[config.mk]
export PLATFORM = sky130hd
export DESIGN_NAME = snake_game_ctrl_flat
export DESIGN_NICKNAME = d
export VERILOG_FILES = /design/src/rtl/snake_game_if.sv /design/src/rtl/snake_game_ctrl.sv /design/src/flat_wrapper.sv
export SDC_FILE = /design/constraint.sdc
export NUM_CORES = 1
export LEC_CHECK = 0
export CORE_ASPECT_RATIO = 0.9
export CORE_MARGIN = 8
export CORE_UTILIZATION = 58
export CTS_CLUSTER_SIZE = 40
export DETAILED_ROUTE_END_ITERATION = 6
export MAX_ROUTING_LAYER = met4
export PLACE_DENSITY_LB_ADDON = 0.1
export SLEW_MARGIN = 20
export SYNTH_ARGS = -nofsm -noshare
export SYNTH_HDL_FRONTEND = slang
export SYNTH_SLANG_ARGS = --single-unit
[constraint.sdc]
create_clock -name clk -period 2.25 [get_ports clk]
set_clock_uncertainty 0.15 [all_clocks]
set_input_delay 0.45 -clock clk [delete_from_list [all_inputs] [get_ports clk]]
set_output_delay 0.45 -clock clk [all_outputs]
set_load 0.02 [all_outputs]
[src/rtl/snake_game_if.sv]
// Handshake and control bundle between the snake game sequencer and its
// surroundings: buttons, datapath step handshake, food handshake and status.
interface snake_game_if;
  logic       l;
  logic       r;
  logic       u;
  logic       d;
  logic       step_done;
  logic       ate;
  logic       collide;
  logic       food_ack;
  logic       food_on_snake;
  logic       step;
  logic [3:0] motion;
  logic       food_req;
  logic       running;
  logic       game_over;
  logic       late;
  logic [7:0] score;

  // Sequencer side: consumes buttons and handshake returns, drives strobes and status
  modport master (
    input  l, r, u, d,
    input  step_done, ate, collide,
    input  food_ack, food_on_snake,
    output step, motion, food_req, running, game_over, late, score
  );

  // Environment side: datapath, food generator and button pads
  modport slave (
    output l, r, u, d,
    output step_done, ate, collide,
    output food_ack, food_on_snake,
    input  step, motion, food_req, running, game_over, late, score
  );
endinterface

[src/rtl/snake_game_ctrl.sv]
// Snake game sequencer: idle/run/over state machine, move tick generator,
// button synchronizer and direction filter, step strobe, food placement
// request/ack sequencing with bounded retries, and a saturating score.
module snake_game_ctrl #(
  parameter int TICK_DIV   = 50000000,
  parameter int OVER_TICKS = 3,
  parameter int MAX_RETRY  = 4
) (
  input  logic         clk,
  input  logic         rst,
  snake_game_if.master bus
);

  localparam int CNT_W   = (TICK_DIV > 2) ? $clog2(TICK_DIV) : 1;
  localparam int OVER_W  = (OVER_TICKS > 1) ? $clog2(OVER_TICKS) : 1;
  localparam int RETRY_W = (MAX_RETRY > 0) ? $clog2(MAX_RETRY + 1) : 1;

  localparam logic [2:0] S_IDLE     = 3'd0;
  localparam logic [2:0] S_FOOD     = 3'd1;
  localparam logic [2:0] S_RUN_WAIT = 3'd2;
  localparam logic [2:0] S_STEP     = 3'd3;
  localparam logic [2:0] S_OVER     = 3'd4;

  localparam logic [3:0] DIR_L = 4'b1000;
  localparam logic [3:0] DIR_R = 4'b0100;
  localparam logic [3:0] DIR_U = 4'b0010;
  localparam logic [3:0] DIR_D = 4'b0001;

  logic [2:0]         state_q, state_d;
  logic [CNT_W-1:0]   cnt_q, cnt_d;
  logic [3:0]         sync1_q, sync2_q;
  logic [3:0]         motion_q, motion_d;
  logic [3:0]         pending_q, pending_d;
  logic [RETRY_W-1:0] retry_q, retry_d;
  logic [OVER_W-1:0]  over_cnt_q, over_cnt_d;
  logic [7:0]         score_q, score_d;
  logic               step_q, step_d;
  logic               food_req_q, food_req_d;
  logic               running_q, running_d;
  logic               game_over_q, game_over_d;
  logic               late_q, late_d;

  logic       tick;
  logic       press_any;
  logic [3:0] press_dir;
  logic [3:0] motion_rev;

  // Priority-encode the synchronized buttons (l > r > u > d) and form the
  // reverse of the committed motion by swapping l<->r and u<->d.
  always_comb begin
    press_dir = 4'b0000;
    if (sync2_q[3])      press_dir = DIR_L;
    else if (sync2_q[2]) press_dir = DIR_R;
    else if (sync2_q[1]) press_dir = DIR_U;
    else if (sync2_q[0]) press_dir = DIR_D;
    press_any  = |sync2_q;
    motion_rev = {motion_q[2], motion_q[3], motion_q[0], motion_q[1]};
  end

  // Next-state logic for the game sequencer, tick counter and outputs
  always_comb begin
    state_d     = state_q;
    cnt_d       = cnt_q;
    motion_d    = motion_q;
    pending_d   = pending_q;
    retry_d     = retry_q;
    over_cnt_d  = over_cnt_q;
    score_d     = score_q;
    step_d      = 1'b0;
    food_req_d  = food_req_q;
    late_d      = late_q;

    tick = (state_q != S_IDLE) && (cnt_q == CNT_W'(TICK_DIV - 1));

    // The tick counter only runs once a game has started
    if (state_q == S_IDLE || tick) cnt_d = '0;
    else                           cnt_d = cnt_q + 1'b1;

    // During play, any press that does not fold the snake back onto itself
    // becomes the candidate for the next step
    if ((state_q == S_FOOD || state_q == S_RUN_WAIT || state_q == S_STEP) &&
        press_any && (press_dir != motion_rev))
      pending_d = press_dir;

    // A tick that cannot be honoured is dropped and flagged
    if (tick && (state_q == S_STEP || state_q == S_FOOD)) late_d = 1'b1;

    case (state_q)
      S_IDLE: begin
        if (press_any) begin
          state_d    = S_FOOD;
          score_d    = 8'd0;
          motion_d   = press_dir;
          pending_d  = press_dir;
          food_req_d = 1'b1;
          retry_d    = '0;
        end
      end
      S_FOOD: begin
        if (food_req_q && bus.food_ack) begin
          food_req_d = 1'b0;
          if (bus.food_on_snake && (retry_q < RETRY_W'(MAX_RETRY))) begin
            retry_d = retry_q + 1'b1;
          end else begin
            retry_d = '0;
            state_d = S_RUN_WAIT;
          end
        end else if (!food_req_q) begin
          // Re-request after the one-cycle gap that follows a rejection
          food_req_d = 1'b1;
        end
      end
      S_RUN_WAIT: begin
        if (tick) begin
          state_d  = S_STEP;
          motion_d = pending_q;
          step_d   = 1'b1;
        end
      end
      S_STEP: begin
        if (bus.step_done) begin
          if (bus.collide) begin
            state_d    = S_OVER;
            over_cnt_d = '0;
          end else if (bus.ate) begin
            if (score_q != 8'hFF) score_d = score_q + 8'd1;
            food_req_d = 1'b1;
            state_d    = S_FOOD;
          end else begin
            state_d = S_RUN_WAIT;
          end
        end
      end
      S_OVER: begin
        if (tick) begin
          if (over_cnt_q == OVER_W'(OVER_TICKS - 1)) begin
            state_d = S_IDLE;
            late_d  = 1'b0;
          end else begin
            over_cnt_d = over_cnt_q + 1'b1;
          end
        end
      end
      default: state_d = S_IDLE;
    endcase

    running_d   = (state_d == S_FOOD) || (state_d == S_RUN_WAIT) || (state_d == S_STEP);
    game_over_d = (state_d == S_OVER);
  end

  // State, counters and registered outputs; reset abandons any handshake
  always_ff @(posedge clk) begin
    if (rst) begin
      state_q     <= S_IDLE;
      cnt_q       <= '0;
      sync1_q     <= 4'b0000;
      sync2_q     <= 4'b0000;
      motion_q    <= DIR_L;
      pending_q   <= DIR_L;
      retry_q     <= '0;
      over_cnt_q  <= '0;
      score_q     <= 8'd0;
      step_q      <= 1'b0;
      food_req_q  <= 1'b0;
      running_q   <= 1'b0;
      game_over_q <= 1'b0;
      late_q      <= 1'b0;
    end else begin
      state_q     <= state_d;
      cnt_q       <= cnt_d;
      sync1_q     <= {bus.l, bus.r, bus.u, bus.d};
      sync2_q     <= sync1_q;
      motion_q    <= motion_d;
      pending_q   <= pending_d;
      retry_q     <= retry_d;
      over_cnt_q  <= over_cnt_d;
      score_q     <= score_d;
      step_q      <= step_d;
      food_req_q  <= food_req_d;
      running_q   <= running_d;
      game_over_q <= game_over_d;
      late_q      <= late_d;
    end
  end

  assign bus.step      = step_q;
  assign bus.motion    = motion_q;
  assign bus.food_req  = food_req_q;
  assign bus.running   = running_q;
  assign bus.game_over = game_over_q;
  assign bus.late      = late_q;
  assign bus.score     = score_q;

endmodule
[src/flat_wrapper.sv]
// flat-port wrapper written by rule: the top's interface ports become plain ports
module snake_game_ctrl_flat 
#(
  parameter int TICK_DIV   = 50000000,
  parameter int OVER_TICKS = 3,
  parameter int MAX_RETRY  = 4
)
  (clk, rst, bus_l, bus_r, bus_u, bus_d, bus_step_done, bus_ate, bus_collide, bus_food_ack, bus_food_on_snake, bus_step, bus_motion, bus_food_req, bus_running, bus_game_over, bus_late, bus_score);
  snake_game_if bus_i ();
  input  logic clk;
  input  logic rst;
  input wire logic [$bits(bus_i.l)-1:0] bus_l;
  input wire logic [$bits(bus_i.r)-1:0] bus_r;
  input wire logic [$bits(bus_i.u)-1:0] bus_u;
  input wire logic [$bits(bus_i.d)-1:0] bus_d;
  input wire logic [$bits(bus_i.step_done)-1:0] bus_step_done;
  input wire logic [$bits(bus_i.ate)-1:0] bus_ate;
  input wire logic [$bits(bus_i.collide)-1:0] bus_collide;
  input wire logic [$bits(bus_i.food_ack)-1:0] bus_food_ack;
  input wire logic [$bits(bus_i.food_on_snake)-1:0] bus_food_on_snake;
  output wire logic [$bits(bus_i.step)-1:0] bus_step;
  output wire logic [$bits(bus_i.motion)-1:0] bus_motion;
  output wire logic [$bits(bus_i.food_req)-1:0] bus_food_req;
  output wire logic [$bits(bus_i.running)-1:0] bus_running;
  output wire logic [$bits(bus_i.game_over)-1:0] bus_game_over;
  output wire logic [$bits(bus_i.late)-1:0] bus_late;
  output wire logic [$bits(bus_i.score)-1:0] bus_score;
  assign bus_i.l = bus_l;
  assign bus_i.r = bus_r;
  assign bus_i.u = bus_u;
  assign bus_i.d = bus_d;
  assign bus_i.step_done = bus_step_done;
  assign bus_i.ate = bus_ate;
  assign bus_i.collide = bus_collide;
  assign bus_i.food_ack = bus_food_ack;
  assign bus_i.food_on_snake = bus_food_on_snake;
  assign bus_step = bus_i.step;
  assign bus_motion = bus_i.motion;
  assign bus_food_req = bus_i.food_req;
  assign bus_running = bus_i.running;
  assign bus_game_over = bus_i.game_over;
  assign bus_late = bus_i.late;
  assign bus_score = bus_i.score;
  snake_game_ctrl #(.TICK_DIV(TICK_DIV), .OVER_TICKS(OVER_TICKS), .MAX_RETRY(MAX_RETRY)) u_core (.clk(clk), .rst(rst), .bus(bus_i));
endmodule
# == Yosys cells after proc, flatten, opt, wreduce, memory -nomap -nowiden ==
# Index checks and enable logic that the tools add are counted.
# totals
regBits,63
in_bits,11
out_inout_bits,17
word_cells,115
# op_classes
addsub,4
magnitude_cmp,1
n_eq_ne,22
mux,46
bitwise_logic,1
n_reduce_logical,27
# ops
cell,n
$mux W8,5
$mux W3,11
$mux W4,8
$add A26 B1 Y26 const B,1
$eq A26 B26 Y1 const B,1
$pmux W8 S2,1
$pmux W3 S5,1
$ne A2 B2 Y1 const B,7
$eq A3 B2 Y1 const B,4
$mux W1,11
$mux W2,5
$reduce_and A5 Y1,2
$add A8 B1 Y8 const B,1
$ne A8 B8 Y1 const B,1
$pmux W4 S2,1
$reduce_bool A2 Y1,4
$eq A3 B1 Y1 const B,2
$eq A3 B3 Y1 const B,2
$logic_and A1 B1 Y1,6
$logic_or A1 B1 Y1,6
$ne A2 B1 Y1 const B,3
$pmux W3 S2,1
$reduce_and A3 Y1,2
$reduce_and A6 Y1,1
12 further kinds,14

# == Depth between registers and ports, before layout ==
# depth
depth_word,9
mapped_depth,8
depth_no_buf,5

# == Least setup slack after synthesis ==
# OpenSTA, ideal clock, no wires.
# synth_path
path_type,register to register
start,register u_core.cnt_q[0]
end,register u_core.over_cnt_q[0]
setup_ps,72
arrival_time_ps,1602
t_required_ps,2028
path_slack_ps,426
path_stages_with_launch,8
path_buffers,2
period_less_slack_ps,1824
cell_sequence,dfxtp_1 ha_1 and3_1 buf_2 nand4_4 buf_6 nor4_4 mux2i_1
# synth_via
elab_chain_cells,4
# synth_lines
item,line_no,source
"start, declared",snake_game_ctrl.sv:30,"logic [CNT_W-1:0] cnt_q, cnt_d;"
"start signal, assigned",snake_game_ctrl.sv:170,cnt_q <= cnt_d;
$eq A26 B26 Y1,snake_game_ctrl.sv:73,tick = (state_q != S_IDLE) && (cnt_q == CNT_W'(TICK_DIV - 1));
$logic_and A1 B1 Y1,snake_game_ctrl.sv:73,
$ne A2 B1 Y1 (no line),-,
$reduce_and A5 Y1 (no line),-,
"end signal, assigned",snake_game_ctrl.sv:176,over_cnt_q <= over_cnt_d;
"end, declared",snake_game_ctrl.sv:35,"logic [OVER_W-1:0] over_cnt_q, over_cnt_d;"
# Every way passes these cells.
# A chain may end at the register's enable or synchronous reset.

# == Final worst setup path ==
# layout_path
start,register u_core.motion_q[3] (netlist: u_core.bus.motion[3])
end,output port bus_motion[3]
# layout_lines
item,line_no,source
"start, declared",snake_game_ctrl.sv:32,"logic [3:0] motion_q, motion_d;"
"start signal, assigned",snake_game_ctrl.sv:173,motion_q <= motion_d;
"end, declared",flat_wrapper.sv:22,output wire logic [$bits(bus_i.motion)-1:0] bus_motion;
# No word-level cell between the ends.

==> metrics <==
run status=finished, final reports clean; Psw=roughly 0.00064 W; Final Power=between 0.002 and 0.0025 W; die height=around 89 um; worst-path cell chain=clkdlybuf4s50_1; core area=around 0.0057 sq mm; cell count after synthesis=between 300 and 400; Max Cap Viol=0; Clock Latency Late Sink=approximately 0.34 ns; Vias=around 3000; Netlist cell types=73; Gate power share=between 10 and 15%; CP Buf/Inv Count=1; initial antenna violation count=0; R2R cell count=4; WP data required=~1.7 ns; Detail Placement HPWL=~5400 um; post-route minimum period=between 2 and 2.5 ns; Final WS setup=~0.19 ns; total CTS buffers=9; flops & latches, synth=63; Final Hold Fails=0; area grow syn2layout=13.9%; EDFF count, synth=0; leakage power=roughly 1.3 nW; period utilization=91.7%; share of the synthesized area in the top cell type=a little under two fifths; Int Power=0.00171 W; Cell Rows=26; Synth Warn #=0; post-route ant nets=0; Sw Share=27.2%; Finish-stage setup viols=0; worst hold-check path type=flip-flop to flip-flop; layout cells sized above 1=~12%; first element of the critical path=u_core.bus.motion[3]; critical path depth=1; family with the most delay on the worst path=buffers and inverters; DRC Markers=0; critical path endpoint=bus_motion[3]; Non-Filler Instances=~480; final core occ=a little under 70%; vias per inst=6.29; area of the mapped netlist=roughly 0.0034 sq mm; Worst R2R Start=u_core.state_q[2]; Top-Level Pins=28; Final Max Slew Viols=0; total grt overflow=0; Critical-path top delay cell=clkdlybuf4s50_1; CTS tree=built; count of port buffers added during placement=27; Final GP Congestion=between 0.9 and 1; Mapped Nets=around 390; crit end category=primary output; Slew HR=between 60% and 70%; Nets=417; CTS sink cnt=63; H-tree levels=3; clock group share of total power=between 30% and 40%; Routed WL per cell=approximately 16 um; CP Data Arrival Time=roughly 1.5 ns; starting density of the core=60.0%; post-synthesis area per instance=9.18 sq um; ys flop type=dfxtp_1; vias in the first global route=2742; Post-CTS Setup Inserts=0; First-pass DRT Iterations=4; All-Layer GR Usage=19.0%; PwrDens=around 600 mW/mm^2; unrepaired setup endpoints after global routing=false; die area=approximately 0.0086 sq mm; peak fanout along the critical path=6; setup slack, reg-to-reg=0.19 ns; width of the die=96.9 um; Iteration-0 DRC Markers=around 120; Least-Margin Pin Slew=between 0.5 and 0.6 ns; kind of critical path=flip-flop to primary output; Async SR Flop Fraction=0%; Worst R2R End=u_core.bus.motion[2]; clock-pin slew on the worst setup and hold paths=roughly 0.070 ns; fmax=between 0.4 and 0.5 GHz; dominant cells by area after synthesis=dfxtp_1 (37%), nor2_1 (3.3%), a21oi_1 (2.8%), nand3_1 (2.8%), nand2_1 (2.4%); first-pass GRT wire length=13200 um; Inserted Diodes=0; Startpoint Class=flip-flop; crit-path max cell delay=roughly 0.66 ns; Flop pwr share=around 51%; deepest clock path buffer count=2; peak supply drop=0.433 mV; post-place setup slack=0.0923 ns; area leader, netlist=dfxtp_1; Total Wirelength=between 7000 and 8000 um; CTS root buf=clkbuf_8; sequential fraction of the synthesis area=between 30% and 40%; largest net degree at the start of global routing=27; dpl cells=roughly 460; setup TNS=0 ns
==> registers in the layout, indices dropped and copies added (netlist names), named ones only <==
name,count
u_core.retry_q,3
u_core.bus.motion,4
u_core.state_q,3
u_core.pending_q,3
u_core.bus.food_req,1
u_core.over_cnt_q,2
u_core.bus.step,1
u_core.sync2_q,4
u_core.bus.running,1
u_core.bus.score,8
u_core.cnt_q,26
u_core.bus.game_over,1
u_core.bus.late,1
u_core.sync1_q,4
==> how the worst min path moves through the flow <==
stage                           start           endpoint  slack, ns  cells past startpoint
global placement    u_core.sync1_q[0]  u_core.sync2_q[0]       0.27                      1
floorplan           u_core.sync1_q[0]  u_core.sync2_q[0]       0.26                      1
detailed placement  u_core.sync1_q[3]  u_core.sync2_q[3]       0.27                      1
finish              u_core.sync1_q[0]  u_core.sync2_q[0]       0.29                      1
CTS                 u_core.sync1_q[0]  u_core.sync2_q[0]       0.29                      1
global route        u_core.sync1_q[0]  u_core.sync2_q[0]       0.31                      1
==> per-layer routing <==
metal	routed length, um	global-route usage [%]	vias to the layer above
met5	0	-	-
met1	3650	24.4	1421
met2	3290	27.9	86
li1	-	-	1474
met4	89	5.72	0
met3	459	5.85	12
==> metrics by stage <==
step	hold WS (ns)	cell area, sq um
final	0.286	3890
after global routing	0.305	3890
after CTS	0.294	3890
after detailed placement	0.274	3730
after global placement	0.267	3730
after floorplan	0.264	3420
==> timing repair <==
item	in CTS	in global routing
setup endpoints to repair	0	1
hold buffers	0	0
resized for setup	0	1
==> cell usage after synthesis, types with 5 or more instances <==
master and number:
nand2b_1 7, a31oi_1 6, and3_1 5, dfxtp_1 63, nand4_1 12, o211ai_1 5, nand3_1 19, nor2_1 30
mux2i_1 8, and4_1 6, xor2_1 9, o21ai_0 9, or4_1 8, or3_1 10, buf_4 7, inv_1 7
buf_2 6, buf_6 7, a21oi_1 19, nand2_1 22, nor2b_1 13, nor3_1 5, o31ai_1 8, nand3b_1 5
==> cell usage in the layout, fill, tap and decap left out, drive strengths merged, types with 7 or more instances in the layout <==
master / instances
clkbuf: 11
nor2: 30
nor2b: 13
o31ai: 8
nand4: 14
inv: 7
nand2: 23
o21ai: 11
nand2b: 7
mux2i: 8
clkdlybuf4s50: 27
or3: 10
dfxtp: 63
a21oi: 20
nand3: 19
or4: 9
xor2: 9
buf: 15
==> power groups by stage <==
stage	clock network (W)	logic (W)	registers [W]
global route	0.000919	0.000346	0.00119
finish	0.000840	0.000315	0.00119
detailed placement	0	0.000312	0.00121
CTS	0.000876	0.000315	0.00118
global placement	0	0.000309	0.00121
floorplan	0	0.000210	0.00121
==> cell type report <==
| class | count | area (sq um) |
|---|---|---|
| tap | 70 | 87.6 |
| sequential | 63 | 1260 |
| clock buffer | 11 | 141 |
| fill | 474 | 1800 |
| inverter | 9 | 33.8 |
| clock inverter | 4 | 22.5 |
| multi-input combinational | 277 | 1950 |
| timing repair buffer | 42 | 395 |
==> logic make-up (layout without fill, tap and decap cells) <==
kind of cell    after synthesis  count (layout)  share of synthesized area [%]
simple gates                167             167                           30.5
compound gates               83              83                           18.6
flops                        63              63                           36.9
buf+inv                      32              66                           6.04
xor+xnor                     12              12                           3.08
mux                          11              11                           3.44
fa+ha+maj                     4               4                           1.47
(Power assumes the default switching activity.)
